===== src/rtl/imm_gen_pipe.sv =====
// -----------------------------------------------------------------------------
// imm_gen_pipe
//   Pipelined immediate generator for the decode stage. An instruction word
//   and a format selector are accepted through a valid/ready handshake. The
//   sign- or zero-extended immediate is returned one cycle later, together
//   with an unmodified sideband tag. An output register plus one skid register
//   hold up to two entries. This keeps in_ready a pure register output, with no
//   combinational path from out_ready.
//
//   Optional feature macro: IMM_GEN_FORMAT_CHECK_EN
//     defined   -> fmt_err flags an opcode that does not fit imm_type. The flag
//                  is captured on accept and travels with the entry.
//     undefined -> fmt_err is tied low and no check logic or storage exists.
//
// Parameters
//   DATA_WIDTH : immediate width, 32 or 64
//   INST_WIDTH : instruction width, fixed at 32
//   TAG_WIDTH  : sideband tag width
//
// Ports
//   clk       in   rising-edge clock
//   rst_n     in   asynchronous active-low reset
//   flush     in   synchronous flush, drops all held and incoming entries
//   in_valid  in   input word valid
//   in_ready  out  block can accept (registered)
//   inst      in   instruction word
//   imm_type  in   0 I, 1 S, 2 B, 3 U, 4 J, 5 SHAMT, 6 CSR zimm, 7 NONE
//   in_tag    in   sideband tag
//   out_valid out  result valid
//   out_ready in   downstream accepts
//   imm       out  extended immediate
//   out_tag   out  tag belonging to imm
//   fmt_err   out  opcode/format mismatch flag
// -----------------------------------------------------------------------------
module imm_gen_pipe #(
    parameter int DATA_WIDTH = 64,
    parameter int INST_WIDTH = 32,
    parameter int TAG_WIDTH  = 8
) (
    input  logic                  clk,
    input  logic                  rst_n,
    input  logic                  flush,
    input  logic                  in_valid,
    output logic                  in_ready,
    input  logic [INST_WIDTH-1:0] inst,
    input  logic [2:0]            imm_type,
    input  logic [TAG_WIDTH-1:0]  in_tag,
    output logic                  out_valid,
    input  logic                  out_ready,
    output logic [DATA_WIDTH-1:0] imm,
    output logic [TAG_WIDTH-1:0]  out_tag,
    output logic                  fmt_err
);

    // ---------------------------------------------------------------- decode
    logic [31:0]           imm32;
    logic [DATA_WIDTH-1:0] imm_new;
    logic                  shamt_hi;

    // The sixth shift-amount bit only exists for 64-bit shifts.
    assign shamt_hi = (DATA_WIDTH == 64) ? inst[25] : 1'b0;

    // Build a 32-bit sign-correct value first. The zero-extended formats
    // leave bit 31 clear, so one widening rule serves every format.
    always_comb begin
        imm32 = '0;
        case (imm_type)
            3'd0: imm32 = {{20{inst[31]}}, inst[31:20]};
            3'd1: imm32 = {{20{inst[31]}}, inst[31:25], inst[11:7]};
            3'd2: imm32 = {{19{inst[31]}}, inst[31], inst[7], inst[30:25], inst[11:8], 1'b0};
            3'd3: imm32 = {inst[31:12], 12'b0};
            3'd4: imm32 = {{11{inst[31]}}, inst[31], inst[19:12], inst[20], inst[30:21], 1'b0};
            3'd5: imm32 = {26'b0, shamt_hi, inst[24:20]};
            3'd6: imm32 = {27'b0, inst[19:15]};
            default: imm32 = '0;
        endcase
    end

    generate
        if (DATA_WIDTH == 64) begin : g_ext64
            assign imm_new = {{32{imm32[31]}}, imm32};
        end else begin : g_ext32
            assign imm_new = imm32[DATA_WIDTH-1:0];
        end
    endgenerate

    // --------------------------------------------------------------- control
    logic                  out_valid_q, out_valid_d;
    logic                  skid_valid_q, skid_valid_d;
    logic                  in_ready_q, in_ready_d;
    logic [DATA_WIDTH-1:0] out_imm_q, skid_imm_q;
    logic [TAG_WIDTH-1:0]  out_tag_q, skid_tag_q;
    logic                  accept;
    logic                  out_load_new, out_load_skid, skid_load_new;

    // A word presented together with flush is dropped.
    assign accept = in_valid && in_ready_q && !flush;

    always_comb begin
        out_valid_d   = out_valid_q;
        skid_valid_d  = skid_valid_q;
        out_load_new  = 1'b0;
        out_load_skid = 1'b0;
        skid_load_new = 1'b0;
        if (flush) begin
            out_valid_d  = 1'b0;
            skid_valid_d = 1'b0;
        end else if (!out_valid_q || out_ready) begin
            if (skid_valid_q) begin
                // Older skid entry advances first. A new word takes its place.
                out_load_skid = 1'b1;
                out_valid_d   = 1'b1;
                skid_load_new = accept;
                skid_valid_d  = accept;
            end else begin
                out_load_new = accept;
                out_valid_d  = accept;
            end
        end else if (accept) begin
            skid_load_new = 1'b1;
            skid_valid_d  = 1'b1;
        end
        in_ready_d = !skid_valid_d;
    end

    always_ff @(posedge clk or negedge rst_n) begin
        if (!rst_n) begin
            out_valid_q  <= 1'b0;
            skid_valid_q <= 1'b0;
            in_ready_q   <= 1'b1;
            out_imm_q    <= '0;
            out_tag_q    <= '0;
            skid_imm_q   <= '0;
            skid_tag_q   <= '0;
        end else begin
            out_valid_q  <= out_valid_d;
            skid_valid_q <= skid_valid_d;
            in_ready_q   <= in_ready_d;
            if (out_load_skid) begin
                out_imm_q <= skid_imm_q;
                out_tag_q <= skid_tag_q;
            end else if (out_load_new) begin
                out_imm_q <= imm_new;
                out_tag_q <= in_tag;
            end
            if (skid_load_new) begin
                skid_imm_q <= imm_new;
                skid_tag_q <= in_tag;
            end
        end
    end

    assign in_ready  = in_ready_q;
    assign out_valid = out_valid_q;
    assign imm       = out_imm_q;
    assign out_tag   = out_tag_q;

`ifdef IMM_GEN_FORMAT_CHECK_EN
    // ---------------------------------------------------------- format check
    logic [6:0] opcode;
    logic       err_new;
    logic       out_err_q, skid_err_q;

    assign opcode = inst[6:0];

    always_comb begin
        err_new = 1'b0;
        case (imm_type)
            3'd0: err_new = !(opcode inside {7'b0000011, 7'b0010011, 7'b0011011,
                                             7'b1100111, 7'b1110011});
            3'd1: err_new = (opcode != 7'b0100011);
            3'd2: err_new = (opcode != 7'b1100011);
            3'd3: err_new = !(opcode inside {7'b0110111, 7'b0010111});
            3'd4: err_new = (opcode != 7'b1101111);
            3'd5: err_new = !(opcode inside {7'b0010011, 7'b0011011});
            3'd6: err_new = (opcode != 7'b1110011);
            default: err_new = 1'b0;
        endcase
    end

    always_ff @(posedge clk or negedge rst_n) begin
        if (!rst_n) begin
            out_err_q  <= 1'b0;
            skid_err_q <= 1'b0;
        end else begin
            if (out_load_skid) begin
                out_err_q <= skid_err_q;
            end else if (out_load_new) begin
                out_err_q <= err_new;
            end
            if (skid_load_new) begin
                skid_err_q <= err_new;
            end
        end
    end

    assign fmt_err = out_err_q;
`else
    logic unused_opcode;
    assign unused_opcode = ^inst[6:0];
    assign fmt_err       = 1'b0;
`endif

endmodule


===== config.mk =====
export PLATFORM = sky130hd
export DESIGN_NAME = imm_gen_pipe
export DESIGN_NICKNAME = d
export VERILOG_FILES = /design/src/rtl/imm_gen_pipe.sv
export SDC_FILE = /design/constraint.sdc
export NUM_CORES = 1
export LEC_CHECK = 0
export BUFFER_PORTS_ARGS = -buffer_cell sky130_fd_sc_hd__buf_2
export CAP_MARGIN = 20
export CORE_ASPECT_RATIO = 0.9
export CORE_MARGIN = 4
export CORE_UTILIZATION = 52
export DETAILED_ROUTE_END_ITERATION = 10
export MAX_ROUTING_LAYER = met4
export PLACE_DENSITY = 0.81
export SYNTH_ARGS = -nofsm -noshare
export SYNTH_HDL_FRONTEND = slang
export SYNTH_SLANG_ARGS = --single-unit
export TNS_END_PERCENT = 20

===== constraint.sdc =====
create_clock -name clk -period 1.8 [get_ports clk]
set_input_delay 0.18 -clock clk [delete_from_list [all_inputs] [get_ports clk]]
set_output_delay 0.18 -clock clk [all_outputs]
set_load 0.005 [all_outputs]

# Word level (Yosys, flattened, before mapping)
# Index checks and enable logic that the tools add are counted.
[word_totals]
reg_bits = 115
out_inout_bits = 75
elab_cells = 43
[classes]
n_eq_ne = 6
mux = 21
reduce_logical = 9
[ops]
columns = ["operator", "count"]
rows = [
  ["$pmux 32 s7", 1],
  ["$mux 64", 2],
  ["$mux 1", 16],
  ["$mux 8", 2],
  ["$eq 3x3->1 const B", 3],
  ["$eq 3x2->1 const B", 2],
  ["$reduce_bool 2->1", 2],
  ["$eq 3x1->1 const B", 1],
  ["$logic_not 1->1", 3],
  ["$logic_not 3->1", 1],
  ["$logic_and 1x1->1", 2],
  ["$logic_or 1x1->1", 1],
]

# Depth between registers and ports, before layout
[depth]
ltp_word = 7
ltp_mapped = 8
depth_no_buf = 4

# Worst setup path before layout
# No wires, ideal clock.
[synth_timing]
path_type = "flip-flop to flip-flop"
startpoint = "reg out_valid_q (netlist: out_valid)"
endpoint = "reg out_imm_q[22] (netlist: imm[22])"
setup_ns = 0.121
arrival_ns = 1.492
required_time_ns = 1.679
setup_slack_ns = 0.187
path_stages_with_launch = 9
cell_sequence = "dfrtp_1 -> nor2b_1 -> buf_6 -> or3_1 -> buf_2 -> buf_6 -> buf_6 -> nand2_2 -> o21ai_2"
[synth_via]
elab_chain_cells = 5
word_cells_on_any_way = 8
cone_classes = "mux: 5; reduce/logical: 3"
[synth_rtl]
columns = ["item", "line_no", "text"]
rows = [
  ["from (decl)", "88", "logic out_valid_q, out_valid_d;"],
  ["from (signal assigned)", "136", "out_valid_q <= out_valid_d;"],
  ["$logic_not 1->1 (*)", "108", "end else if (!out_valid_q || out_ready) begin"],
  ["$logic_or 1x1->1 (*)", "108", ""],
  ["$mux 1", "108", ""],
  ["$mux 1", "105", "if (flush) begin"],
  ["$mux 64 or $reduce_bool 2->1 (tied branches)", "n/a", ""],
  ["to (signal assigned)", "140", "out_imm_q <= skid_imm_q;"],
  ["to (signal assigned)", "143", "out_imm_q <= imm_new;"],
  ["to (decl)", "91", "logic [DATA_WIDTH-1:0] out_imm_q, skid_imm_q;"],
]
# Mark *: on every way between the ends. The rest lies on a longest branch, timed or not.
# A chain may end at the register's enable or synchronous reset.

# Worst setup path in the final report
[layout_timing]
startpoint = "reg in_ready_q (netlist: in_ready)"
endpoint = "reg out_imm_q[1] (netlist: imm[1])"
[layout_via]
elab_chain_cells = 6
[layout_rtl]
columns = ["item", "line_no", "text"]
rows = [
  ["from (decl)", "90", "logic in_ready_q, in_ready_d;"],
  ["from (signal assigned)", "138", "in_ready_q <= in_ready_d;"],
  ["$logic_and 1x1->1 (2 in series)", "97", "assign accept = in_valid && in_ready_q && !flush;"],
  ["$mux 1", "109", "if (skid_valid_q) begin"],
  ["$mux 1", "108", ""],
  ["$mux 1", "105", ""],
  ["$reduce_bool 2->1 (no source line)", "n/a", ""],
]
# Every way passes these cells.

==> out/qor_table.md <==
| Parameter | Value |
|:---|:---|
| Result of the run | complete, no violations |
| Clk_lat worst skew | 0.35 ns |
| Delay-heaviest family, CP | flip-flops |
| CP cell instances | a21oi_2 > or3_4 > buf_6 > nor3_1 > a211oi_1 |
| Sum of buffers and inverters on the critical path | 1 |
| RSZ-0062 raised after global routing | false |
| Syn_nets | 526 |
| Crit start category | register |
| Post-synthesis instance area | 0.00428 mm2 |
| Share of synthesized flip-flops with an asynchronous set or reset | 100% |
| Avg WL per Cell | 16.3 um |
| Count of flip-flops with a built-in enable after synthesis | 0 |
| Maximum cell stage delay along the critical path | 0.61 ns |
| Synth area leaders | sky130_fd_sc_hd__dfrtp_1 (48%), sky130_fd_sc_hd__nand2_1 (6.8%), sky130_fd_sc_hd__buf_4 (6.0%) |
| Fraction of the core area covered by cells at the end of the flow | 62.6% |
| Library cell with the highest instance count after synthesis | sky130_fd_sc_hd__dfrtp_1 |
| Final routed DRC violation total | 0 |
| Crit Path Max Fanout | 30 |
| WP depth | 5 |
| Clock-pin slew on the worst setup and hold paths | 0.08 ns |
| Via count of the first global-routing pass | 3685 |
| Cell type with the highest aggregate area in the netlist | sky130_fd_sc_hd__dfrtp_1 |
| Combinational Power Share | 22.7% |
| Congestion Overflow GR | 0 |
| DP Cell Count | 643 |
| Share of post-route cells with drive strength above 1 | 32.4% |
| Placeable core region | 0.00803 mm2 |
| DPL Wire Length | 7640 um |
| Worst reg2reg setup slack | 0.12 ns |
| Net count of the finished layout | 605 |
| CTS Root Buffer Type | sky130_fd_sc_hd__clkbuf_8 |
| H-tree Lvls | 3 |
| Worst Setup End Kind | register |
| Minimum clock period | 1.68 ns |
| Area overhead of the layout relative to synthesis | 17.4% |
| Count of vias placed by the detailed router | 3736 |
| Post-DRT Antenna Nets | 0 |
| Sw Pwr | 0.00154 W |
| Sum of routed wire length over all layers | 10800 um |
| Largest net degree at the start of global routing | 49 |
| Antenna cells | 0 |
| Area of the die | 0.00975 mm2 |
| Power density over the cells | 1020 mW/mm2 |
| Worst endpoint required time | 2.03 ns |
| First drt pass iteration count | 5 |
| Placed cell areas | 0.00477 mm2 |
| Relative contribution of sequential cells to total power | 49.1% |
| Max-slew violation count | 0 |
| Worst vdd ir | 0.442 mV |
| Rows | 31 |
| DRC marker count from the first detailed-route iteration | 275 |
| Clock share of power | 28.1% |
| Initial Utilization | 53.3% |
| CTS tree | yes |
| Count of final hold-check violations | 0 |
| Flip-flop and latch count after synthesis | 83 |
| Hold WC Path Type | in -> reg |
| Number of standard cells in the final layout excluding fillers | 661 |
| Synth Flop Type | sky130_fd_sc_hd__dfrtp_1 |
| Number of sinks handled by clock tree synthesis | 83 |
| Reg2Reg Launch Point | in_ready |
| Worst-case headroom to the max-slew limit | 53.5% |
| Transition time of the tightest slew-check pin | 0.697 ns |
| Post-synthesis average cell area | 8.95 um2 |
| Final std cell area, no fill | 0.00502 mm2 |
| Max_cap viols | 0 |
| Largest clock skew in the final design | 0.00943 ns |
| Fraction of the cycle the final worst path needs | 93.4% |
| Crit Path Class | reg -> reg |
| Worst min-delay path endpoint | skid_tag_q[3] |
| Switching share of total power | 30.0% |
| Number of placed I/O pins | 123 |
| Wire length of the first global-routing pass | 17500 um |
| Reg2Reg Capture Point | imm[1] |
| Vert. Die Dim | 94.1 um |
| Leakage Power | 2.38 nW |
| Chip width | 104 um |
| Ys Warns | 0 |
| Setup tns final | 0 ns |
| Maximum root-to-sink buffer count | 2 |
| Cells on Worst Hold Path | 3 |
| Number of buffers created by CTS | 9 |
| Fraction of post-synthesis cell area in the top cell type by area | 47.9% |
| Fmax | 595 MHz |
| Antenna violations before repair | 0 |
| Detailed-route vias per instance | 5.65 |
| Unique masters post-synth | 39 |
| GPL Wtd Cong | 0.869 |
| Start point of the worst min-delay path | in_tag[3] |
| Number of instances in the synthesized netlist | 478 |
| Worst Path Arrival | 1.91 ns |
| Most instantiated cells after synthesis | sky130_fd_sc_hd__dfrtp_1 (82), sky130_fd_sc_hd__nand2_1 (77), sky130_fd_sc_hd__o21ai_0 (42) |
| Power Internal | 0.00360 W |
| Slowest cell on crit path | sky130_fd_sc_hd__dfstp_2 |
| Sequential share of the synthesized area | 48.6% |
| Final setup viols | 0 |
| Hold slack final | 0.0259 ns |
| Path depth of the worst reg2reg path | 5 |
| Overall fraction of global-route tracks in use | 22.7% |
| Count of buffers inserted at the top-level ports | 114 |
==> metal layers <==
layer  share of wire, %  vias up  GRT usage, %  wire length [um]
met5                  0        -             -                 0
met2                 48      157          36.9              5160
met4                2.2        0          8.86               236
met1                 43     1775          28.3              4670
li1                   -     1781             -                 -
met3                6.4       23          4.88               687
==> cell families after synthesis <==
family / synth area share (%)
other: 0.0876
muxes: 0.234
and+or+nand+nor: 18.9
DFF: 48.6
buffers and inverters: 10.9
AOI/OAI and AO/OA: 20.8
xor gates and xnor gates: 0.205
adders and majority gates: 0.263
==> power groups by stage <==
stage | clock network (W) | registers, W | logic [W]
6_report | 0.00145 | 0.00253 | 0.00117
5_1_grt | 0.00155 | 0.00258 | 0.00132
4_1_cts | 0.00147 | 0.00253 | 0.00117
3_5_place_dp | 0 | 0.00256 | 0.00117
3_3_place_gp | 0 | 0.00253 | 0.00112
2_1_floorplan | 0 | 0.00254 | 0.000769
==> worst min-delay path: stages <==
cell and delay [ns]:
sky130_fd_sc_hd__buf_2 0.09, sky130_fd_sc_hd__nand2_1 0.04, sky130_fd_sc_hd__nand2_1 0.05
==> metrics by stage <==
| step | setup slack [ns] | total power [W] |
|---|---|---|
| floorplan | 0.187 | 0.00330 |
| global placement | 0.0739 | 0.00366 |
| detailed placement | 0.0192 | 0.00373 |
| CTS | 0.0236 | 0.00517 |
| global route | 0.0141 | 0.00545 |
| finish | 0.119 | 0.00514 |
==> worst max path at each step <==
stage,startpoint,endpoint
after floorplan,out_valid,imm[22]
after global placement,in_ready,imm[18]
after detailed placement,in_ready,imm[1]
after CTS,in_ready,imm[0]
after global routing,skid_valid_q,imm[5]
final,in_ready,imm[1]
==> area by class of cell <==
class / instances / area [um2]
fill: 684 / 3010
sequential: 83 / 2080
multi-input combinational: 317 / 1770
timing repair buffer: 139 / 817
clock inverter: 5 / 77.6
tap: 99 / 124
inverter: 7 / 26.3
clock buffer: 11 / 131
==> state kept, by name, indices dropped and copies added, names as in the netlist <==
| signal | flops |
|---|---|
| out_valid | 1 |
| imm | 32 |
| skid_valid_q | 1 |
| skid_imm_q | 32 |
| skid_tag_q | 8 |
| in_ready | 1 |
| out_tag | 8 |
==> what timing repair did <==
item	4_1_cts	5_1_grt
setup buffers	0	1
pin swaps	0	1
setup endpoints to repair	1	16
gates resized for setup	1	2
hold buffers	1	0
hold endpoints to repair	36	0
==> layout by cell type (no fill, tap or decap), drive strengths merged, types with 2 or more instances in the layout <==
cell,n
inv,7
dfrtp,82
nor2,38
bufinv,2
a21o,2
nor4bb,2
nand3b,12
a21oi,36
a311oi,7
nor3,18
clkbuf,11
o2bb2ai,6
a31oi,13
buf,138
nand2,87
a222oi,4
nor2b,2
a211oi,15
o21ai,56
clkinv,2
nand2b,9
Note: power is estimated with default switching activity, not from simulation.
